[src/rtl/permutation_ctrl_pkg.sv]
// Shared types and constants for the permutation round controller.
// Used by round_counter and permutation_ctrl.
package ascon_pack;

  typedef enum logic [1:0] {
    IDLE  = 2'd0,
    FIRST = 2'd1,
    ROUND = 2'd2,
    DONE  = 2'd3
  } type_perm_ctrl_state;

  localparam int NB_ROUNDS_A  = 12;
  localparam int NB_ROUNDS_B8 = 8;
  localparam int NB_ROUNDS_B6 = 6;
  localparam int LAST_ROUND   = 11;
  localparam int CNT_W        = 4;

  // A run of N rounds finishes on LAST_ROUND, so it begins at 12-N.
  function automatic logic [CNT_W-1:0] first_round(input logic [1:0] sel);
    case (sel)
      2'b01:   return CNT_W'(LAST_ROUND + 1 - NB_ROUNDS_B8);
      2'b10:   return CNT_W'(LAST_ROUND + 1 - NB_ROUNDS_B6);
      default: return CNT_W'(LAST_ROUND + 1 - NB_ROUNDS_A);
    endcase
  endfunction

endpackage

[src/rtl/permutation_ctrl_round_counter.sv]
// Loadable, incrementing round index counter.
// Clear wins over load, load wins over increment.
module round_counter
  import ascon_pack::*;
(
  input  logic             clock_i,
  input  logic             reset_i,
  input  logic             clear,
  input  logic             load,
  input  logic [CNT_W-1:0] load_val,
  input  logic             inc,
  output logic [CNT_W-1:0] count
);

  always_ff @(posedge clock_i) begin
    if (reset_i || clear) count <= '0;
    else if (load)        count <= load_val;
    else if (inc)         count <= count + 1'b1;
  end

endmodule

[src/rtl/permutation_ctrl.sv]
// Moore FSM sequencing the permutation round datapath (IDLE/FIRST/ROUND/DONE).
// Optional abort input enabled by defining PERM_CTRL_ABORT_EN.
module permutation_ctrl
  import ascon_pack::*;
#(
  parameter int ROUND_W = 4
) (
  input  logic               clock_i,
  input  logic               reset_i,
  input  logic               start_i,
  input  logic [1:0]         rounds_sel_i,
  input  logic               xor_end_en_i,
  input  logic               xor_key_sel_i,
`ifdef PERM_CTRL_ABORT_EN
  input  logic               abort_i,
`endif
  output logic [ROUND_W-1:0] round_o,
  output logic               input_mode_o,
  output logic               enable_o,
  output logic               bypass_xor_end_o,
  output logic               mode_xor_key_o,
  output logic               busy_o,
  output logic               done_o
);

  type_perm_ctrl_state state, next_state;
  logic [CNT_W-1:0]    count;
  logic                xor_end_q, xor_key_q;
  logic                abort, active, at_last;
  logic                cnt_load, cnt_inc, cnt_clear;

`ifdef PERM_CTRL_ABORT_EN
  assign abort = abort_i;
`else
  assign abort = 1'b0;
`endif

  assign active  = (state == FIRST) || (state == ROUND);
  assign at_last = (count == CNT_W'(LAST_ROUND));

  // The counter holds 12-N from the start edge, so rounds_sel needs no register of its own.
  assign cnt_load  = (state == IDLE) && start_i;
  assign cnt_inc   = active && !abort && !at_last;
  assign cnt_clear = (active && abort) || (state == DONE);

  round_counter u_round_counter (
    .clock_i  (clock_i),
    .reset_i  (reset_i),
    .clear    (cnt_clear),
    .load     (cnt_load),
    .load_val (first_round(rounds_sel_i)),
    .inc      (cnt_inc),
    .count    (count)
  );

  always_ff @(posedge clock_i) begin
    if (reset_i) begin
      xor_end_q <= 1'b0;
      xor_key_q <= 1'b0;
    end else if (cnt_load) begin
      xor_end_q <= xor_end_en_i;
      xor_key_q <= xor_key_sel_i;
    end
  end

  always_ff @(posedge clock_i) begin
    if (reset_i) state <= IDLE;
    else         state <= next_state;
  end

  always_comb begin
    next_state = state;
    case (state)
      IDLE:  if (start_i) next_state = FIRST;
      FIRST,
      ROUND: begin
        if (abort)        next_state = IDLE;
        else if (at_last) next_state = DONE;
        else              next_state = ROUND;
      end
      DONE:  next_state = IDLE;
      default: next_state = IDLE;
    endcase
  end

  always_comb begin
    round_o          = '0;
    input_mode_o     = 1'b0;
    enable_o         = 1'b0;
    bypass_xor_end_o = 1'b1;
    mode_xor_key_o   = 1'b0;
    busy_o           = (state != IDLE);
    done_o           = (state == DONE);
    if (active) begin
      round_o        = ROUND_W'(count);
      input_mode_o   = (state == ROUND);
      enable_o       = 1'b1;
      mode_xor_key_o = xor_key_q;
      if (at_last) bypass_xor_end_o = !xor_end_q;
    end
  end

endmodule

[config.mk]
export PLATFORM = sky130hd
export DESIGN_NAME = permutation_ctrl
export DESIGN_NICKNAME = d
export VERILOG_FILES = /design/src/rtl/permutation_ctrl_pkg.sv /design/src/rtl/permutation_ctrl_round_counter.sv /design/src/rtl/permutation_ctrl.sv
export SDC_FILE = /design/constraint.sdc
export NUM_CORES = 1
export LEC_CHECK = 0
export BUFFER_PORTS_ARGS = -buffer_cell sky130_fd_sc_hd__buf_2
export CORE_AREA = 2 2 39 41
export DETAILED_ROUTE_END_ITERATION = 16
export DIE_AREA = 0 0 41 43
export RECOVER_POWER = 50
export SLEW_MARGIN = 20
export SYNTH_ARGS = -nofsm -noshare
export SYNTH_HDL_FRONTEND = slang
export SYNTH_SLANG_ARGS = --single-unit
[constraint.sdc]
create_clock -name clock_i -period 2.7 [get_ports clock_i]
set_input_delay 0.27 -clock clock_i [delete_from_list [all_inputs] [get_ports clock_i]]
set_output_delay 0.27 -clock clock_i [all_outputs]
set_load 0.05 [all_outputs]
==> results.md, run 1 <==
* Worst Path Required at 2.43 ns
* Clock power share at 12.9%
* Tmin final at 1.88 ns
* Final Cycle Share at 69.5%
* Synthesized instance count at 58
* R2R Setup Slk at 1.09 ns
* Met2 Usage GRT at 15.6%
* RSZ-0062 raised after global routing: false
* Share of cells above drive strength 1 at 25.0%
* Synth warn at 0
* Final non-filler cell total at 92
* Most common cell after layout, fill and taps aside: buf_2
* # Post-CTS Setup Buffers at 0
* Buf/Inv on CP at 2
* Max_slew headroom at 60.8%
* Crit-path slowest cell: ha_1
* Max VDD drop at 0.831 mV
* Clock sinks at 8
* Met1 usage at 18.1%
* Final count of pins violating max slew at 0
* CP Launch Type: register
* CP top delay family: adder cells
* DRC viols at 0
* Final instance area at 592 sq um
* Initial Utilization at 34.4%
* H-tree Lvls at 1
* Hold Crit Class: in2reg
* Clock slew at reported path FFs at 0.06 ns
* Leak Pwr at 0.294 nW
* Total I/O pin count at 17
* Drt pass-1 iters at 4
* Post-Route WL at 932 microns
* Critical path endpoint category: primary output
* Vias in the first global route at 367
* # placed instances at 89
* Global routing's busiest layer: met1
* Final Hold Fails at 0
* Setup_tns at 0 ns
* Filler Cell Count at 149
* DP Area at 573 sq um
* CP Max Fanout at 13
* Total track usage at 13.7%
* CTS tree: yes
* Largest net degree at the start of global routing at 14
* Routed Antenna Nets at 0
* Most frequent cells in the layout: buf_2, dfxtp_1, inv_1, nand2_1, ha_1
* Worst Tran Pin Value at 0.590 ns
* Fin nets at 90
* Area growth from synthesis to layout at 24.1%
* Die width at 41 microns
* Die H at 43 microns
* Latest clock arrival within the worst-skew pair at 0.26 ns
* Final setup vio count at 0
* Drt via density at 4.75
* Switch Pwr at 0.397 mW
* Met3 Track Usage GR at 9.42%
* Mapped Nets at 70
* Clock Tree Buf Depth at 2
* Overflow after GRT at 0
* Library cells used by synthesis at 24
* CTS Hold Bufs at 0
* CP max stage delay at 0.48 ns
* Via count at 437
* Antenna violations before repair at 0
* Root buf cell: clkbuf_4
* Core Region at 1380 sq um
* Arr. time, crit path at 1.61 ns
* Critical-path cell list: inv_1 -> ha_1 -> and2_2 -> buf_2
* Hold slack at 0.247 ns
* Final Skew at 0.00352 ns
* Iter 0 DRT Violations at 5
* Outcome: complete, no violations
* Post_cts resized at 0
* Max Fclk at 533 MHz
* Detail Placement HPWL at 706 microns
* WL/cell at 10.1 microns
* Register bit total from synthesis at 8
* # diodes at 0
* Gpl congestion at 0.733
* Seq/Total Area, Yosys at 33.6%
* Maxcap violations at 0
* Syn Std Cell Area at 477 sq um
* Comb power frac at 60.7%
* I/O Buffers at 16
* Int Power at 0.334 mW
* Die area at 1760 sq um
* Synthesized area per cell at 8.22 sq um
* CTS buffer count at 3
* PwrDens at 1240 nW/um^2
* First-pass GRT wire length at 1540 microns
* Crit Path Category: reg2out
* Row count at 14
* Switch share at 54.3%
* Register share of total power at 26.4%
## cell usage after synthesis
master     instances  share of area, %
dfxtp_1            8                34
ha_1               5                13
inv_1              5               3.9
nand2_1            5               3.9
a21oi_1            4               4.2
and2_1             4               5.2
nor2_1             4               3.1
o21ai_0            3               3.1
mux2i_1            2               4.2
nand2b_1           2               2.6
nand3_1            2               2.1
nand4_1            2               2.6
a2111oi_0          1               1.8
a31oi_1            1               1.3
and2_2             1               1.6
and2b_2            1               1.8
and3_1             1               1.3
and3b_1            1               1.8
clkbuf_1           1              0.79
nand3b_1           1               1.6
o211ai_1           1               1.6
or2_2              1               1.3
or3_1              1               1.3
xor2_1             1               1.8
## logic make-up after synthesis
family,count (synthesis),synth area share (%)
mux,2,4.20
fa+ha+maj,5,13.1
xor+xnor,1,1.84
buf+inv,6,4.72
simple gates,26,30.4
flops,8,33.6
compound gates,10,12.1
## worst paths after layout
path                               to  cells after the start      start
min                         xor_end_q                      2    reset_i
max reg2reg  u_round_counter.count[2]                      5   state[1]
min reg2reg                 xor_key_q                      2  xor_key_q
max                        round_o[2]                      4   state[1]
## per-layer routing
layer / share of wire, % / vias to the layer above
li1: - / 236
met2: 40 / 14
met5: 0 / -
met3: 7.1 / 2
met1: 51 / 185
met4: 1.3 / 0
## state kept, by name, indices dropped and copies added (netlist names)
register,count
state,2
u_round_counter.count,4
xor_end_q,1
xor_key_q,1
## cell type report
type | instances | area [sq um] | area share, %
Tap cell | 16 | 20.0 | 3.38
Multi-Input combinational cell | 44 | 294 | 49.7
Clock buffer | 3 | 22.5 | 3.81
Sequential cell | 8 | 160 | 27.1
Timing Repair Buffer | 16 | 76.3 | 12.9
Inverter | 5 | 18.8 | 3.17
## power by group through the flow
stage / Combinational, mW / Clock (mW) / Sequential (mW)
after global placement: 0.452 / 0 / 0.193
final: 0.444 / 0.0943 / 0.193
after detailed placement: 0.450 / 0 / 0.195
after floorplan: 0.377 / 0 / 0.186
after global routing: 0.486 / 0.106 / 0.199
after CTS: 0.451 / 0.100 / 0.193
## through the flow
| stage | setup slack [ns] | utilization, % | total power, mW |
|---|---|---|---|
| 3_5_place_dp | 1.09 | 41.4 | 0.645 |
| 5_1_grt | 0.724 | 42.8 | 0.790 |
| 4_1_cts | 0.806 | 43.0 | 0.744 |
| 3_3_place_gp | 1.13 | 41.4 | 0.645 |
| 6_report | 0.823 | 42.8 | 0.731 |
| 2_1_floorplan | 0.657 | - | 0.563 |
(Power assumes the default switching activity.)
==> run 2: changes to the inputs <==
- clock period: 2.7 -> 1.6 ns (I/O delays scaled with it)
==> results.md, run 2 (synthesis gave the netlist of run 1 again) <==
* Final Core Density at 46.4%
* Most common cell after layout, fill and taps aside: buf_2
* Critical path depth in cells at 4
* Max Fclk at 673 MHz
* Share of cells above drive strength 1 at 31.6%
* Gpl congestion at 0.700
* WL/cell at 10.7 microns
* Worst r2r src: state[0]
* Max VDD drop at 1.62 mV
* Hold_sp: reset_i
* Row count at 14
* CP top delay family: adder cells
* Clock sinks at 8
* Drt via density at 4.85
* Leak Pwr at 0.309 nW
* Register with the most flip-flops: u_round_counter.count
* Via count at 446
* Hold slack at 0.151 ns
* Post-Route WL at 981 microns
* CP Launch Type: register
* Clock Tree Buf Depth at 2
* Vias in the first global route at 398
* Routed Antenna Nets at 0
* Crit Path Category: reg2out
* Antenna violations before repair at 0
* Drt pass-1 iters at 4
* Most frequent cells in the layout: buf_2, dfxtp_1, inv_1, nand2_1, buf_6
* RR Endpoint: u_round_counter.count[2]
* RSZ-0062 raised after global routing: false
* Die H at 43 microns
* Total I/O pin count at 17
* Buf/Inv on CP at 2
* Die width at 41 microns
* Setup crit start: state[0]
* Critical-path cell list: inv_1 -> ha_4 -> and2_1 -> buf_6
* CP Max Fanout at 13
* CTS buffer count at 3
* Final setup vio count at 0
* Outcome: complete, no violations
* Fin nets at 90
* Root buf cell: clkbuf_4
* Setup ws final at 0.115 ns
* Final Skew at 0.00415 ns
* Worst Tran Pin Value at 0.286 ns
* Total track usage at 14.0%
* Critical Path Sink: round_o[3]
* CTS tree: yes
* Tmin final at 1.49 ns
* R2R Setup Slk at 0.19 ns
* Largest net degree at the start of global routing at 14
* I/O Buffers at 16
* Overflow after GRT at 0
* Crit-path slowest cell: ha_4
* Critical path endpoint category: primary output
* DRC viols at 0
* R2r worst-path depth at 5
* Latest clock arrival within the worst-skew pair at 0.26 ns
* Core Region at 1380 sq um
* Area growth from synthesis to layout at 34.6%
* Initial Utilization at 34.4%
* DP Area at 586 sq um
* # diodes at 0
* Final instance area at 642 sq um
* CP max stage delay at 0.34 ns
* Die area at 1760 sq um
* Regs by FF count: u_round_counter.count (4), state (2)
* Hold Crit Class: in2reg
* Worst Path Required at 1.44 ns
* First-pass GRT wire length at 1610 microns
* Final Cycle Share at 92.8%
* Iter 0 DRT Violations at 7
* Final Hold Fails at 0
* Arr. time, crit path at 1.33 ns
* Maxcap violations at 0
* Final count of pins violating max slew at 0
* Max FFs per register at 4
* H-tree Lvls at 1
* Max_slew headroom at 80.9%
* Worst slack, placed at 0.157 ns
* Setup_tns at 0 ns
* PwrDens at 2090 nW/um^2
* Clock slew at reported path FFs at 0.05 ns
## run 2: cell counts in the layout (fill, tap and decap cells not counted)
Identical to the previous run, type by type.
## run 2: repair_timing
| item | 4_1_cts | 5_1_grt |
|---|---|---|
| buffers inserted | 0 | 0 |
| hold buffers | 0 | 0 |
| resized for setup | 2 | 13 |
| pin swaps | 0 | 1 |
| setup endpoints to repair | 2 | 7 |
## run 2: cell type report
class / count / area, sq um
Fill cell: 146 / 742
Multi-Input combinational cell: 44 / 308
Sequential cell: 8 / 161
Timing Repair Buffer: 16 / 111
Clock buffer: 3 / 22.5
Tap cell: 16 / 20.0
Inverter: 5 / 18.8
## run 2: per-layer routing
metal / routed length (microns) / track usage (%) / up-vias
li1: - / - / 235
met1: 474 / 17.9 / 195
met2: 433 / 18.8 / 16
met3: 72 / 9.42 / 0
met4: 0 / 4.00 / 0
met5: 0 / 0 / -
## run 2: worst reg2reg max path: stages, from the launching register on
cell and delay (ns):
dfxtp_1 0.33, inv_1 0.09, ha_4 0.34, nand2_1 0.08, mux2i_1 0.11, a2111oi_1 0.36
## run 2: how the worst min path moves through the flow
stage / depth (start not counted) / slack (ns) / end
CTS: 2 / 0.14 / xor_key_q
global placement: 2 / 0.42 / xor_end_q
finish: 2 / 0.15 / xor_key_q
floorplan: 1 / 0.23 / state[0]
detailed placement: 2 / 0.42 / xor_key_q
global route: 2 / 0.14 / xor_key_q
## run 2: per-stage QoR
step / power [mW] / std cells
2_1_floorplan: 1.06 / 58
3_3_place_gp: 1.15 / 89
3_5_place_dp: 1.15 / 89
4_1_cts: 1.33 / 92
5_1_grt: 1.46 / 92
6_report: 1.34 / 92
## run 2: power breakdown
| group | switching [mW] | internal (mW) | total [mW] | leakage, nW |
|---|---|---|---|---|
| combinational | 0.557 | 0.300 | 0.857 | 0.229 |
| sequential | 0.0573 | 0.270 | 0.328 | 0.0661 |
| clock | 0.0736 | 0.0862 | 0.160 | 0.0138 |
